File: src/rtl/sg_elem_reader.sv
// Scatter-gather element reader: assembles 4-word {addr_lo, addr_hi, len, rsvd} elements
// from a packed word stream into a show-ahead FIFO. Optional macro: SG_ELEM_SKIP_ZERO_LEN_EN.
`timescale 1ns/1ps
module sg_elem_reader #(
    parameter int C_DATA_WIDTH = 128,
    parameter int C_FIFO_DEPTH = 16,
    localparam int C_DATA_WORD_WIDTH = $clog2(C_DATA_WIDTH/32 + 1),
    localparam int C_COUNT_WIDTH = $clog2(C_FIFO_DEPTH + 1)
) (
    input  logic                         CLK,
    input  logic                         RST,
    input  logic [C_DATA_WIDTH-1:0]      SG_DATA,
    input  logic [C_DATA_WORD_WIDTH-1:0] SG_DATA_EN,
    input  logic                         SG_DONE,
    input  logic                         SG_ERR,
    output logic [63:0]                  SG_ELEM_ADDR,
    output logic [31:0]                  SG_ELEM_LEN,
    output logic                         SG_ELEM_RDY,
    input  logic                         SG_ELEM_REN,
    output logic [C_COUNT_WIDTH-1:0]     SG_ELEM_COUNT,
    output logic                         SG_LIST_DONE,
    output logic                         SG_OVERFLOW
);
    localparam int C_WORDS     = C_DATA_WIDTH / 32;
    localparam int C_PTR_WIDTH = $clog2(C_FIFO_DEPTH);

    typedef enum logic {ST_IDLE, ST_FILL} asm_state_t;

    // Input stage
    logic [C_DATA_WIDTH-1:0]      in_data_reg;
    logic [C_DATA_WORD_WIDTH-1:0] in_en_reg;
    logic                         in_done_reg;
    logic                         in_err_reg;
    logic [C_DATA_WORD_WIDTH-1:0] en_clamped;

    assign en_clamped = (SG_DATA_EN > C_DATA_WORD_WIDTH'(C_WORDS)) ?
                        C_DATA_WORD_WIDTH'(C_WORDS) : SG_DATA_EN;

    always_ff @(posedge CLK) begin
        if (RST) begin
            in_data_reg <= '0;
            in_en_reg   <= '0;
            in_done_reg <= 1'b0;
            in_err_reg  <= 1'b0;
        end else begin
            in_data_reg <= SG_DATA;
            in_en_reg   <= en_clamped;
            in_done_reg <= SG_DONE;
            in_err_reg  <= SG_ERR;
        end
    end

    logic [31:0] beat_word [C_WORDS];

    generate
        for (genvar gi = 0; gi < C_WORDS; gi++) begin : g_word
            assign beat_word[gi] = in_data_reg[gi*32 +: 32];
        end
    endgenerate

    // Assembler
    asm_state_t  state_reg;
    logic [1:0]  pos_reg;
    logic [31:0] addr_lo_reg, addr_hi_reg, len_reg;
    logic [1:0]  base_pos, slot, pos_next;
    logic [31:0] addr_lo_next, addr_hi_next, len_next;
    logic        cpl;
    logic [63:0] cpl_addr;
    logic [31:0] cpl_len;
    logic        push_ok;

    // Words are applied in stream order, so a word3 snapshots the element built so far
    // and any later words in the same beat start the next element.
    always_comb begin
        base_pos     = (state_reg == ST_FILL) ? pos_reg : 2'd0;
        addr_lo_next = addr_lo_reg;
        addr_hi_next = addr_hi_reg;
        len_next     = len_reg;
        cpl          = 1'b0;
        cpl_addr     = '0;
        cpl_len      = '0;
        slot         = base_pos;
        for (int i = 0; i < C_WORDS; i++) begin
            slot = base_pos + 2'(i);
            if (i < int'(in_en_reg)) begin
                case (slot)
                    2'd0:    addr_lo_next = beat_word[i];
                    2'd1:    addr_hi_next = beat_word[i];
                    2'd2:    len_next     = beat_word[i];
                    default: begin
                        cpl      = 1'b1;
                        cpl_addr = {addr_hi_next, addr_lo_next};
                        cpl_len  = len_next;
                    end
                endcase
            end
        end
        pos_next = base_pos + 2'(in_en_reg);
    end

`ifdef SG_ELEM_SKIP_ZERO_LEN_EN
    assign push_ok = cpl && (cpl_len != 32'd0);
`else
    assign push_ok = cpl;
`endif

    logic        push_reg;
    logic [63:0] push_addr_reg;
    logic [31:0] push_len_reg;
    logic        done_stage_reg;
    logic        flush_reg;

    always_ff @(posedge CLK) begin
        if (RST) begin
            state_reg      <= ST_IDLE;
            pos_reg        <= 2'd0;
            addr_lo_reg    <= '0;
            addr_hi_reg    <= '0;
            len_reg        <= '0;
            push_reg       <= 1'b0;
            push_addr_reg  <= '0;
            push_len_reg   <= '0;
            done_stage_reg <= 1'b0;
            flush_reg      <= 1'b0;
        end else begin
            flush_reg      <= in_err_reg;
            done_stage_reg <= in_done_reg && !in_err_reg;
            if (in_err_reg) begin
                state_reg <= ST_IDLE;
                pos_reg   <= 2'd0;
                push_reg  <= 1'b0;
            end else begin
                push_reg      <= push_ok;
                push_addr_reg <= cpl_addr;
                push_len_reg  <= cpl_len;
                addr_lo_reg   <= addr_lo_next;
                addr_hi_reg   <= addr_hi_next;
                len_reg       <= len_next;
                if (in_done_reg || pos_next == 2'd0) begin
                    state_reg <= ST_IDLE;
                    pos_reg   <= 2'd0;
                end else begin
                    state_reg <= ST_FILL;
                    pos_reg   <= pos_next;
                end
            end
        end
    end

    // Element FIFO
    logic [95:0]              mem [C_FIFO_DEPTH];
    logic [95:0]              head_reg;
    logic [C_PTR_WIDTH-1:0]   wr_ptr_reg, rd_ptr_reg, rd_ptr_next;
    logic [C_COUNT_WIDTH-1:0] count_reg;
    logic                     overflow_reg;
    logic                     list_done_reg;
    logic                     pop, wr_ok;

    always_comb begin
        pop         = SG_ELEM_REN && (count_reg != '0) && !flush_reg;
        wr_ok       = push_reg && !flush_reg &&
                      ((count_reg != C_COUNT_WIDTH'(C_FIFO_DEPTH)) || pop);
        rd_ptr_next = pop ? rd_ptr_reg + C_PTR_WIDTH'(1) : rd_ptr_reg;
    end

    always_ff @(posedge CLK) begin
        if (wr_ok) begin
            mem[wr_ptr_reg] <= {push_addr_reg, push_len_reg};
        end
    end

    // The head register only reloads on a pop or a write into an empty FIFO; a write
    // landing on the slot about to become head is forwarded directly.
    always_ff @(posedge CLK) begin
        if (RST) begin
            wr_ptr_reg    <= '0;
            rd_ptr_reg    <= '0;
            count_reg     <= '0;
            head_reg      <= '0;
            overflow_reg  <= 1'b0;
            list_done_reg <= 1'b0;
        end else begin
            list_done_reg <= done_stage_reg;
            if (push_reg && !wr_ok && !flush_reg) begin
                overflow_reg <= 1'b1;
            end
            if (flush_reg) begin
                wr_ptr_reg <= '0;
                rd_ptr_reg <= '0;
                count_reg  <= '0;
            end else begin
                if (wr_ok) begin
                    wr_ptr_reg <= wr_ptr_reg + C_PTR_WIDTH'(1);
                end
                rd_ptr_reg <= rd_ptr_next;
                count_reg  <= count_reg + C_COUNT_WIDTH'(wr_ok) - C_COUNT_WIDTH'(pop);
                if (pop || (wr_ok && count_reg == '0)) begin
                    head_reg <= (wr_ok && wr_ptr_reg == rd_ptr_next) ?
                                {push_addr_reg, push_len_reg} : mem[rd_ptr_next];
                end
            end
        end
    end

    assign SG_ELEM_ADDR  = head_reg[95:32];
    assign SG_ELEM_LEN   = head_reg[31:0];
    assign SG_ELEM_RDY   = (count_reg != '0);
    assign SG_ELEM_COUNT = count_reg;
    assign SG_LIST_DONE  = list_done_reg;
    assign SG_OVERFLOW   = overflow_reg;

endmodule

File: config.mk
export PLATFORM = sky130hd
export DESIGN_NAME = sg_elem_reader
export DESIGN_NICKNAME = d
export VERILOG_FILES = /design/src/rtl/sg_elem_reader.sv
export SDC_FILE = /design/constraint.sdc
export NUM_CORES = 2
export LEC_CHECK = 0
export CORE_UTILIZATION = 45
export CTS_BUF_LIST = sky130_fd_sc_hd__clkbuf_2
export CTS_CLUSTER_DIAMETER = 150
export DETAILED_ROUTE_END_ITERATION = 16
export GPL_TIMING_DRIVEN = 0
export PLACE_DENSITY_LB_ADDON = 0.1
export SLEW_MARGIN = 40
export SYNTH_ARGS = -nofsm -noshare
export SYNTH_HDL_FRONTEND = slang
export SYNTH_SLANG_ARGS = --single-unit
File: constraint.sdc
create_clock -name CLK -period 11.32 [get_ports CLK]
set_input_delay 1.698 -clock CLK [delete_from_list [all_inputs] [get_ports CLK]]
set_output_delay 1.698 -clock CLK [all_outputs]
set_load 0.05 [all_outputs]
# Yosys cells after proc, flatten, opt, wreduce, memory -nomap -nowiden

Memories as Yosys holds them, arrays and structs flattened. A register that Yosys moved wholly into a read port is not among the register bits.
Cells that the tools add are included.

RAM bits: 1536
Register bits after elaboration: 346
Input port bits: 136
Logic and storage cells: 128
Memories kept: 1

Magnitude comparators: 5
Add/sub/neg operators: 8
Bitwise gates (word level): 1
Reduce and logical (&&, ||, !) cells: 30
Equality and inequality tests: 9
Mux-type cells: 54

Memory list:

| memory | words | bits a word | read ports | clocked after memory_dff | wr ports | line | source |
|---|---|---|---|---|---|---|---|
| mem    | 16    | 96          | 1          | 1                        | 1        | 151  | `logic [95:0] mem [C_FIFO_DEPTH];` |

Operators by type and width:

| kind                  | count |
|---|---|
| $mux W32              | 32 |
| $mux W64              | 8 |
| $reduce_or A3 Y1      | 5 |
| $mux W1               | 11 |
| $logic_not A2 Y1      | 5 |
| $add A4 B1 Y4 const B | 2 |
| $eq A2 B1 Y1 const B  | 4 |
| $eq A2 B2 Y1 const B  | 4 |
| $logic_and A1 B1 Y1   | 8 |
| $lt A1 B3 Y1 const A  | 2 |
| $lt A2 B3 Y1 const A  | 2 |
| $reduce_or A2 Y1      | 3 |
| $add A5 B1 Y5         | 1 |
| $logic_not A5 Y1      | 1 |
| $ne A5 B5 Y1 const B  | 1 |
| $reduce_bool A5 Y1    | 1 |
| $sub A5 B1 Y5         | 1 |
| $add A2 B2 Y2 const B | 2 |
| $mux W4               | 1 |
| $gt A3 B3 Y1 const B  | 1 |
| $logic_not A1 Y1      | 3 |
| $logic_or A1 B1 Y1    | 3 |
| $mux W3               | 1 |
| $add A2 B1 Y2 const B | 1 |
| other kinds (4)       | 4 |

# Logic depth before layout (Yosys ltp)

Word-level depth: 11
Gate-level depth with buffers: 16
Mapped depth without buffers: 14

# Worst setup path before layout

Ideal clock, no wire load.

Kind: input port to flip-flop
Start: input port SG_ELEM_REN
End: memory mem[3][0] (enable)
Stages: 5
Required time: 10652 ps
Buffers on the path: 0
Slack: 1830 ps
Arrival: 8822 ps
Cell sequence: nor2b_4 nor2_1 a21oi_4 nand2_1 nor3_1

Longest elaborated chain between the ends: 6

Ends and longest elaborated chain:

| element                           | line | source |
|---|---|---|
| start: declaration                | 19   | `input logic SG_ELEM_REN,` |
| $logic_and A1 B1 Y1 (2 in series) | 160  | `pop = SG_ELEM_REN && (count_reg != '0) && !flush_reg;` |
| $logic_or A1 B1 Y1                | 162  | `((count_reg != C_COUNT_WIDTH'(C_FIFO_DEPTH)) \|\| pop);` |
| $logic_and A1 B1 Y1               | 161  | `wr_ok = push_reg && !flush_reg &&` |
| $mux W1                           | 167  | `if (wr_ok) begin` |
| $mux W1 (implied by the code)     | 168  | `mem[wr_ptr_reg] <= {push_addr_reg, push_len_reg};` |
| end: declaration                  | 151  |  |

No other way between the ends.

# Worst setup path in the final report

Start: register count_reg[2], in the netlist SG_ELEM_COUNT[2]
End: output port SG_ELEM_RDY

Longest elaborated chain between the ends: 1

Ends and longest elaborated chain:

| element                  | line | source |
|---|---|---|
| start: declaration       | 154  | `logic [C_COUNT_WIDTH-1:0] count_reg;` |
| start signal: assignment | 196  | `count_reg <= count_reg + C_COUNT_WIDTH'(wr_ok) - C_COUNT_WIDTH'(pop);` |
| $reduce_bool A5 Y1       | 207  | `assign SG_ELEM_RDY = (count_reg != '0);` |
| end: declaration         | 18   | `output logic SG_ELEM_RDY,` |

No other way between the ends.

==> metrics.md <==
| Metric | Value |
|---|---|
| Status | `finished, final reports clean` |
| GR Util All Layers | `37.3%` |
| Die area | `203,000 µm²` |
| Final Hold Fails | `0` |
| Die H | `450 µm` |
| Vias per cell | `6.66` |
| Final Net Count | `7,459` |
| Period minus WS final | `5.71 ns` |
| Largest net degree at the start of global routing | `19` |
| CTS root buf | `clkbuf_2` |
| Max-cap viol count | `0` |
| Fmax | `0.175 GHz` |
| Antenna violations before repair | `21` |
| Critical Path RT | `9.62 ns` |
| Ys async rst share | `0%` |
| Flop2flop setup slack | `6.94 ns` |
| Detailed-placement wirelength estimate | `273 mm` |
| Grt total ovfl | `0` |
| Drt drc | `0` |
| Worst slew margin | `6.99%` |
| Max clock buf depth | `4` |
| Vias in the first global route | `68,462` |
| Detail Route Antenna Nets | `0` |
| Final count of pins violating max slew | `0` |
| Initial drt markers | `9,515` |
| Setup Skew | `0.196 ns` |
| Leakage power | `0.0352 µW` |
| I/O pins | `240` |
| Crit Path Class | `flip-flop to output pin` |
| Max incr delay on CP | `0.76 ns` |
| Post-synth EDFFs | `1,536` |
| Final setup vio count | `0` |
| Worst setup EP type | `output pin` |
| # Post-CTS Setup Buffers | `0` |
| Reg clk slew, reported paths | `0.10 ns` |
| Worst skew pair latency | `2.01 ns` |
| Syn_nets | `6,448` |
| Seq/Total Area, Yosys | `60.8%` |
| Critical Path AT | `4.01 ns` |
| GPL Wtd Cong | `0.997` |
| # fillers | `17,214` |
| Startpoint Class | `flip-flop` |
| Area delta synth->final | `15.6%` |
| Max FFs per register | `1,536` |
| Post-CTS Resized | `0` |
| FP Rows | `164` |
| Detailed Routing Iterations Pass 1 | `9` |
| Top FF cell, synth | `edfxtp_1` |
| Unique masters post-synth | `61` |
| Flops & latches, synth | `1,978` |
| Routed wire length | `384 mm` |
| Worst path bufs/invs | `3` |
| Synth Area per Inst | `14.4 µm²` |
| Final period util | `50.4%` |
| Port Buffer Count | `239` |
| Post-Syn Instances | `6,299` |
| Wire per inst | `37.0 µm` |
| Tot Pwr | `20,000 µW` |
| Number of clock sinks | `1,978` |
| Util after Layout | `52.3%` |
| Core area | `200,000 µm²` |
| Total number of vias | `69,113` |
| Worst-path fanout max | `6` |
| CTS tree | `yes` |
| Min-delay worst type | `primary input to flip-flop` |
| CP max stage cell | `clkdlybuf4s50_1` |
| Kind of cell adding the most delay to the critical path | `buffers and inverters` |
| Slew @ Worst Pin | `1.40 ns` |
| Layout cells sized above 1 | `26.2%` |
| Max H-tree Level | `6` |
| Cell Pwr Density | `191 nW/µm²` |
| Initial core utilization | `45.3%` |
| Cts bufs inserted | `553` |
| First-pass GRT wire length | `527 mm` |
| Synth Warn # | `0` |
| Max VDD drop | `0.000129 V` |
| Crit-path cells | `inv_1 -> ha_1 -> nor4b_4 -> inv_2 -> clkdlybuf4s50_1` |
| Die W | `450 µm` |
| RSZ-0062 raised after global routing | `false` |
| Post-Syn Area | `90,400 µm²` |
timing repair:
action                                  in CTS  in global routing
endpoints found under the setup margin       0                  0
endpoints found under the hold margin        1                  0
hold buffers                                 1                  0
logic make-up after synthesis:
logic type,Yosys count,share of synthesized area [%]
flops,1978,60.8
compound gates,1572,12.6
mux,1152,18.3
simple gates,967,5.20
buf+inv,604,2.77
xor+xnor,13,0.126
fa+ha+maj,13,0.188
cell usage after synthesis, types with 33 or more instances:
cell type / instances / area share [%]
edfxtp_1: 1536 / 51
mux2i_1: 598 / 6.6
dfxtp_1: 442 / 9.8
o22ai_1: 405 / 2.8
clkbuf_1: 387 / 1.6
mux4_2: 384 / 9.6
nand2_1: 252 / 1.0
a221oi_1: 236 / 2.3
nor2_1: 205 / 0.85
a211oi_1: 198 / 1.6
mux2_2: 170 / 2.1
a21oi_1: 165 / 0.91
buf_2: 154 / 0.85
o21ai_0: 150 / 0.83
nor2b_1: 136 / 0.94
a22o_1: 107 / 1.0
nand3_1: 103 / 0.57
and2_1: 102 / 0.71
nor3_1: 101 / 0.56
a221o_1: 96 / 1.1
a22oi_1: 49 / 0.41
a311oi_1: 34 / 0.33
and3_1: 33 / 0.23
power breakdown:
part	leakage (µW)	internal (µW)	total (µW)	switching (µW)
clock network	0.00381	2140	5300	3160
registers	0.0178	8000	8410	408
logic	0.0136	2420	6260	3840
worst register-to-register path, stage by stage (launching register included):
cell	delay [ns]
dfxtp_1	0.40
inv_1	0.08
ha_1	0.21
nand2_1	0.19
nor2_1	0.10
a21oi_4	0.27
nand2_1	0.30
nor3_2	0.45
buf_2	0.34
buf_2	0.29
buf_4	0.22
buf_4	0.20
buf_4	0.19
buf_4	0.18
buf_4	0.18
buf_2	0.24
buf_4	0.21
stage by stage:
step / TNS, ns / worst slack, ns / cell area (µm²) / instances / hold WS [ns]
2_1_floorplan: 0 / 1.83 / 90400 / 6299 / 0.414
3_3_place_gp: -6484.88 / -10.21 / 96100 / 9194 / 0.446
3_5_place_dp: 0 / 5.43 / 99500 / 9407 / 0.449
4_1_cts: 0 / 5.41 / 104000 / 10369 / 0.00314
5_1_grt: 0 / 5.47 / 104000 / 10376 / 0.155
6_report: 0 / 5.61 / 104000 / 10383 / 0.260
metal layers:
metal  track usage (%)  vias to the layer above  part of all wire, %
met1              47.9                    35168                   38
met4              24.0                        2                  7.0
li1                  -                    28069                    -
met3              8.50                     1079                   10
met5                 0                        -               0.0023
met2              56.8                     4795                   45
worst paths after layout:
check                                      start              end  cells after the start
worst max-delay path            SG_ELEM_COUNT[2]      SG_ELEM_RDY                      5
worst max register to register  SG_ELEM_COUNT[2]       mem[1][46]                     16
worst min-delay path                 SG_DATA[29]  in_data_reg[29]                      2
worst min register to register    done_stage_reg     SG_LIST_DONE                      1
placed cells by master (no fill, tap or decap), types with 13 or more instances in the layout:
master           Yosys  layout
and3_1              33      33
nand2_1            252     252
nor3_1             101      96
mux4_2             384     384
a22o_1             107     107
buf_1               32      21
a2111oi_0           19      19
clkdlybuf4s50_1      0     239
o221ai_1            32      32
dfxtp_1            442     393
o22ai_1            405     405
a21oi_1            165     163
mux2i_1            598     598
a211oi_1           198     197
dfxtp_2              0      49
clkbuf_1           387     282
edfxtp_1          1536    1536
a221o_1             96      96
buf_8                0      63
nand3_1            103     103
nor2_1             205     189
and2_1             102     102
clkbuf_2             0     936
a311oi_1            34      34
o21ai_0            150     150
inv_1               23      23
buf_6                5      13
o221a_2             32      32
buf_2              154     189
buf_16               0      50
nor2b_1            136     136
a221oi_1           236     236
mux2_2             170     170
clkinv_1             0     101
buf_4                1      69
a22oi_1             49      49
final cells by class:
class	instances	area, µm²	area share [%]
antenna	11	27.5	0.0263
buffer	579	2550	2.45
clock buffer	829	4150	3.97
clock inverter	132	751	0.718
inverter	25	93.8	0.0898
multi-input combinational	3717	33100	31.7
sequential	1978	55000	52.7
tap	2656	3320	3.18
timing repair buffer	456	5460	5.23
Note: power is estimated with default switching activity, not from simulation.
